<file path="src/rtl/fc_seq_pkg.sv">
// Shared types and helpers for the fully-connected layer sequencer.
// Imported by the sequencer and its bus interface.
package fc_seq_pkg;

    typedef enum logic [1:0] {
        ACCUM,
        BIAS,
        DRAIN,
        DONE
    } fc_seq_state_t;

    // Wide enough for OUT_LATENCY values 1..15.
    localparam int LAT_W = 4;

    // ROM holds P weights plus one bias word, so addresses span 0..P.
    function automatic int fc_addr_w(input int height);
        return $clog2(height + 1);
    endfunction

endpackage

</file>
<file path="src/rtl/fc_layer_sequencer_if.sv">
// Bus between the layer sequencer, its upstream producer, the fc_neuron
// array it drives, and the downstream consumer of the layer result.
interface fc_layer_sequencer_if
    import fc_seq_pkg::*;
#(
    parameter int WORD_SIZE             = 16,
    parameter int PREVIOUS_LAYER_HEIGHT = 4
);
    localparam int ADDR_W = fc_addr_w(PREVIOUS_LAYER_HEIGHT);

    logic signed [WORD_SIZE-1:0] data_i;
    logic                        valid_i;
    logic                        ready_o;
    logic signed [WORD_SIZE-1:0] data_o;
    logic [ADDR_W-1:0]           mem_addr_o;
    logic                        sum_en_o;
    logic                        add_bias_o;
    logic                        valid_o;
    logic                        ready_i;
    logic                        busy_o;

    modport master (
        input  data_i, valid_i, ready_i,
        output ready_o, data_o, mem_addr_o, sum_en_o, add_bias_o, valid_o, busy_o
    );

    modport slave (
        output data_i, valid_i, ready_i,
        input  ready_o, data_o, mem_addr_o, sum_en_o, add_bias_o, valid_o, busy_o
    );

endinterface

</file>
<file path="src/rtl/fc_layer_sequencer.sv">
// Streams one activation vector into an fc_neuron array: aligns each word with
// its ROM weight address, issues the bias add, then holds the result valid.
module fc_layer_sequencer
    import fc_seq_pkg::*;
#(
    parameter int WORD_SIZE             = 16,
    parameter int PREVIOUS_LAYER_HEIGHT = 4,
    parameter int OUT_LATENCY           = 1
) (
    input  logic                 clk_i,
    input  logic                 reset_i,
    fc_layer_sequencer_if.master bus
);

    localparam int                ADDR_W    = fc_addr_w(PREVIOUS_LAYER_HEIGHT);
    localparam logic [ADDR_W-1:0] LAST_ADDR = ADDR_W'(PREVIOUS_LAYER_HEIGHT - 1);
    localparam logic [LAT_W-1:0]  LAT_LOAD  = LAT_W'(OUT_LATENCY);

    fc_seq_state_t               state;
    logic [ADDR_W-1:0]           count;
    logic [LAT_W-1:0]            lat_cnt;
    logic signed [WORD_SIZE-1:0] data_q;
    logic                        sum_en_q;
    logic                        add_bias_q;
    logic                        valid_q;
    logic                        accept;

    // Gated by reset so no word is taken while the neurons are being cleared.
    assign bus.ready_o = (state == ACCUM) && !reset_i;
    assign accept      = bus.valid_i && bus.ready_o;
    assign bus.busy_o  = (count != '0) || (state != ACCUM);

    // count doubles as the ROM address: index of the next word in ACCUM,
    // and it lands on P (the bias word) as the last word is accepted.
    assign bus.mem_addr_o = count;
    assign bus.data_o     = data_q;
    assign bus.sum_en_o   = sum_en_q;
    assign bus.add_bias_o = add_bias_q;
    assign bus.valid_o    = valid_q;

    // NOTE: all state uses non-blocking assignments so every branch below sees
    // the pre-edge values; the pulse outputs get a default of 0 up front so
    // each branch only states when they fire.
    always_ff @(posedge clk_i) begin
        if (reset_i) begin
            state      <= ACCUM;
            count      <= '0;
            lat_cnt    <= '0;
            data_q     <= '0;
            sum_en_q   <= 1'b0;
            add_bias_q <= 1'b0;
            valid_q    <= 1'b0;
        end else begin
            sum_en_q   <= 1'b0;
            add_bias_q <= 1'b0;

            unique case (state)
                ACCUM: begin
                    if (accept) begin
                        data_q   <= bus.data_i;
                        sum_en_q <= 1'b1;
                        count    <= count + ADDR_W'(1);
                        if (count == LAST_ADDR) begin
                            state <= BIAS;
                        end
                    end
                end

                BIAS: begin
                    add_bias_q <= 1'b1;
                    lat_cnt    <= LAT_LOAD;
                    state      <= DRAIN;
                end

                // Raising valid as the counter steps 1 -> 0 puts valid_o
                // exactly OUT_LATENCY cycles after the add_bias_o pulse.
                DRAIN: begin
                    lat_cnt <= lat_cnt - LAT_W'(1);
                    if (lat_cnt == LAT_W'(1)) begin
                        valid_q <= 1'b1;
                        state   <= DONE;
                    end
                end

                DONE: begin
                    if (bus.ready_i) begin
                        valid_q <= 1'b0;
                        count   <= '0;
                        state   <= ACCUM;
                    end
                end

                default: state <= ACCUM;
            endcase
        end
    end

endmodule

</file>
<file path="src/flat_wrapper.sv">
// flat-port wrapper written by rule: the top's interface ports become plain ports
module fc_layer_sequencer_flat import fc_seq_pkg::*;
#(
    parameter int WORD_SIZE             = 16,
    parameter int PREVIOUS_LAYER_HEIGHT = 4,
    parameter int OUT_LATENCY           = 1
)
  (clk_i, reset_i, bus_data_i, bus_valid_i, bus_ready_i, bus_ready_o, bus_data_o, bus_mem_addr_o, bus_sum_en_o, bus_add_bias_o, bus_valid_o, bus_busy_o);
  fc_layer_sequencer_if #(.WORD_SIZE(WORD_SIZE), .PREVIOUS_LAYER_HEIGHT(PREVIOUS_LAYER_HEIGHT)) bus_i ();
  input  logic clk_i;
  input  logic reset_i;
  input wire logic [$bits(bus_i.data_i)-1:0] bus_data_i;
  input wire logic [$bits(bus_i.valid_i)-1:0] bus_valid_i;
  input wire logic [$bits(bus_i.ready_i)-1:0] bus_ready_i;
  output wire logic [$bits(bus_i.ready_o)-1:0] bus_ready_o;
  output wire logic [$bits(bus_i.data_o)-1:0] bus_data_o;
  output wire logic [$bits(bus_i.mem_addr_o)-1:0] bus_mem_addr_o;
  output wire logic [$bits(bus_i.sum_en_o)-1:0] bus_sum_en_o;
  output wire logic [$bits(bus_i.add_bias_o)-1:0] bus_add_bias_o;
  output wire logic [$bits(bus_i.valid_o)-1:0] bus_valid_o;
  output wire logic [$bits(bus_i.busy_o)-1:0] bus_busy_o;
  assign bus_i.data_i = bus_data_i;
  assign bus_i.valid_i = bus_valid_i;
  assign bus_i.ready_i = bus_ready_i;
  assign bus_ready_o = bus_i.ready_o;
  assign bus_data_o = bus_i.data_o;
  assign bus_mem_addr_o = bus_i.mem_addr_o;
  assign bus_sum_en_o = bus_i.sum_en_o;
  assign bus_add_bias_o = bus_i.add_bias_o;
  assign bus_valid_o = bus_i.valid_o;
  assign bus_busy_o = bus_i.busy_o;
  fc_layer_sequencer #(.WORD_SIZE(WORD_SIZE), .PREVIOUS_LAYER_HEIGHT(PREVIOUS_LAYER_HEIGHT), .OUT_LATENCY(OUT_LATENCY)) u_core (.clk_i(clk_i), .reset_i(reset_i), .bus(bus_i));
endmodule
</file>
<file path="config.mk">
export PLATFORM = sky130hd
export DESIGN_NAME = fc_layer_sequencer_flat
export DESIGN_NICKNAME = d
export VERILOG_FILES = /design/src/rtl/fc_seq_pkg.sv /design/src/rtl/fc_layer_sequencer_if.sv /design/src/rtl/fc_layer_sequencer.sv /design/src/flat_wrapper.sv
export SDC_FILE = /design/constraint.sdc
export NUM_CORES = 1
export LEC_CHECK = 0
export ABC_AREA = 1
export CAP_MARGIN = 20
export CORE_ASPECT_RATIO = 0.9
export CORE_MARGIN = 2
export CORE_UTILIZATION = 39
export DETAILED_ROUTE_END_ITERATION = 8
export PLACE_DENSITY = 0.78
export SLEW_MARGIN = 0
export SYNTH_ARGS = -nofsm -noshare
export SYNTH_HDL_FRONTEND = slang
export SYNTH_SLANG_ARGS = --single-unit
export TNS_END_PERCENT = 10
</file>
<file path="constraint.sdc">
create_clock -name clk_i -period 1.2 [get_ports clk_i]
set_input_delay 0.3 -clock clk_i [delete_from_list [all_inputs] [get_ports clk_i]]
set_output_delay 0.3 -clock clk_i [all_outputs]
set_load 0.02 [all_outputs]
</file>
==> flow_summary.ini <==
[outcome]
status = finished, violations left
violations = setup timing

[timing]
worstMarginPinSlew_ps = 191.5
period_needed_ps = 1451
fin_crit_sh = 1.209
post-route-worst-setup-slack_ps = -250.8
rsz0062_at_grt = yes
setup_viol = 28
relSlewSlack = 0.8717
finClkSkew_ps = 4.820
fmax_ghz = 0.6893
final-hold-violation-count = 0
slew_viol_final = 0

[detailed_routing]
wire_per_inst_um = 10.61
drc_errors = 0
num_vias = 1215
wl_um = 2864
drt-pass1-iter-count = 4
via_per_inst = 4.500
dr.first_iter.drc_count = 46
ant_nets = 0

[critical_path]
critPathArrivalTime_ps = 1150
crit_family = flip-flops
crit_type = reg2out
crit_chain = inv_2 -> ha_4 -> inv_2 -> nor2_4 -> buf_6
path_buf_inv = 3
cp_slowest_stage_delay_ps = 350
critical_path.max_fanout = 3
rrSetupSlack_ps = -130
critPathCaptureType = output pin
critPathLaunchType = flop
cp_common_cell = inv_2
r2r_cells = 7
crit_slowest_cell = dfxtp_2
reg2reg_to = u_core.state[1]
r2r_start = u_core.bus.mem_addr_o[0]
worstPathRequired_ps = 900

[synth]
yosys.area.top_type_share = 0.4562
yosysTopAreaCell = dfxtp_1
synth_area_mm2 = 0.001229
synth_seq_area_share = 0.4562
synth_fp_nets = 191
synth-warning-count = 0
avgSynthCellArea_um2 = 7.632
synth_cells = 161
synth-seq-cells = 28
synth_cell_types = 20
ys_top_cells_by_area = dfxtp_1 46%, nand2_1 14%, ha_1 10%

[global_route]
grt_pass1_wl_um = 4836
grt_pass1_vias = 1133
antenna_found_initial = 0
grt_use_total = 0.1661
grt_max_degree = 18
overflow = 0

[clocking]
cts_root_buf = clkbuf_4
cts.htree.levels = 1
clk_pin_slew_ps = 150
worstSkewPairLatency_ps = 320
cts_buffers = 3
cts_buffer_depth = 2
cts_tree = built
clock-sinks = 28

[finish]
finish.instance_area_mm2 = 0.001909
drive_above_1_share = 0.3421
final_cell_mix = 45 x nand2_1, 21 x buf_4, 21 x dfxtp_1
nNetsFinal = 259
antennaDiodeCount = 0
final_common_cell = nand2_1
area_growth_pct = 55.40
final_util = 0.6324

[die]
die_w_um = 63.17
num_rows = 19
die_y_um = 57.25
core_area_mm2 = 0.003019
die_area_mm2 = 0.003616
initial_core_util = 0.4070
io_pins = 44

[worst_hold_path]
hp-class = reg2reg
whs_path_depth = 2
min_from = u_core.bus.data_o[7]
whs_endpoint = u_core.bus.data_o[7]

[run]
cap_violations = 0

[pwr]
cellLeakagePower_nw = 0.9316
peakVddDrop_uv = 988.8
powerDensity_mw_per_mm2 = 2162

[place]
place.gp.congestion = 0.7983
hpwl_um = 2147
portBuffers = 43
post_dp_cell_area_mm2 = 0.001877
[through the flow]
stage          power [mW]  TNS (ps)  std cells  setup slack, ps  hold slack (ps)
2_1_floorplan       2.572    -82.82        161           -36.02            369.1
3_3_place_gp        3.497     -9986        265           -528.9            450.2
3_5_place_dp        3.558    -10820        265           -537.7            456.5
4_1_cts             4.029    -935.0        269           -242.1            471.6
5_1_grt             4.444     -2972        270           -323.7            489.8
6_report            4.128     -1430        270           -250.8            467.5
[power breakdown]
part           switching (mW)  internal (mW)  leakage, nW
clock network           0.267          0.186       0.0210
registers               0.126           1.18        0.233
logic                    1.28           1.10        0.678
total                    1.67           2.46        0.932
[cells in the mapped netlist (all sizes together)]
master / number
nand3: 20
a21oi: 6
ha: 10
nor3: 2
nand2: 47
dfxtp: 28
buf: 3
nand3b: 1
clkbuf: 1
nor2: 17
or2: 1
inv: 17
nand4: 3
a31oi: 1
o21ai: 3
o21a: 1
[metal layers]
layer | wire [um] | track usage | vias up
met5 | 0 | 0 | -
met4 | 45 | 0.04762 | 0
met3 | 161 | 0.04339 | 4
met2 | 1404 | 0.2994 | 33
met1 | 1253 | 0.1955 | 528
li1 | - | - | 650
[sequential cells by signal, indices dropped and copies added, names as in the netlist]
name / flops
u_core.bus.sum_en_o: 1
u_core.bus.valid_o: 1
u_core.bus.add_bias_o: 1
u_core.lat_cnt: 4
u_core.bus.data_o: 16
u_core.bus.mem_addr_o: 3
u_core.state: 2
[layout make-up]
| class | count | area [um2] |
|---|---|---|
| fill | 297 | 1110 |
| multi-input combinational | 112 | 649.4 |
| sequential | 28 | 569.3 |
| timing repair buffer | 67 | 533.0 |
| inverter | 17 | 68.82 |
| tap | 42 | 52.55 |
| clock buffer | 4 | 36.28 |
[worst reg2reg max path, delay by kind of cell, from the launching register on]
kind                     cells  cell delay [ps]
buffers and inverters        1              110
AND/OR/NAND/NOR              3              200
adder cells (fa/ha/maj)      2              390
flip-flops                   1              350
AO/OA/AOI/OAI                1              180
[worst max path at each step]
stage / start / to / slack (ps) / cells past startpoint
3_3_place_gp: reset_i / bus_ready_o / -530 / 3
5_1_grt: u_core.state[0] / bus_ready_o / -320 / 5
4_1_cts: u_core.state[0] / bus_ready_o / -240 / 5
3_5_place_dp: reset_i / bus_ready_o / -540 / 3
2_1_floorplan: u_core.state[0] / u_core.state[0] / -40 / 7
6_report: u_core.state[0] / bus_ready_o / -250 / 5
[cells by family (layout without fill, tap and decap cells)]
kind of cell,Yosys count,after routing,share of synthesized area
buf+inv,21,88,0.07230
fa+ha+maj,10,10,0.1018
simple gates,91,91,0.3218
compound gates,11,11,0.04786
flops,28,28,0.4562
[what timing repair did]
item	4_1_cts	5_1_grt
hold buffers	0	0
endpoints found under the hold margin	0	0
gates resized for setup	126	9
setup endpoints to repair	50	32
buffers inserted	0	1
pin swaps	3	4
Power figures use the tool's default switching activity.
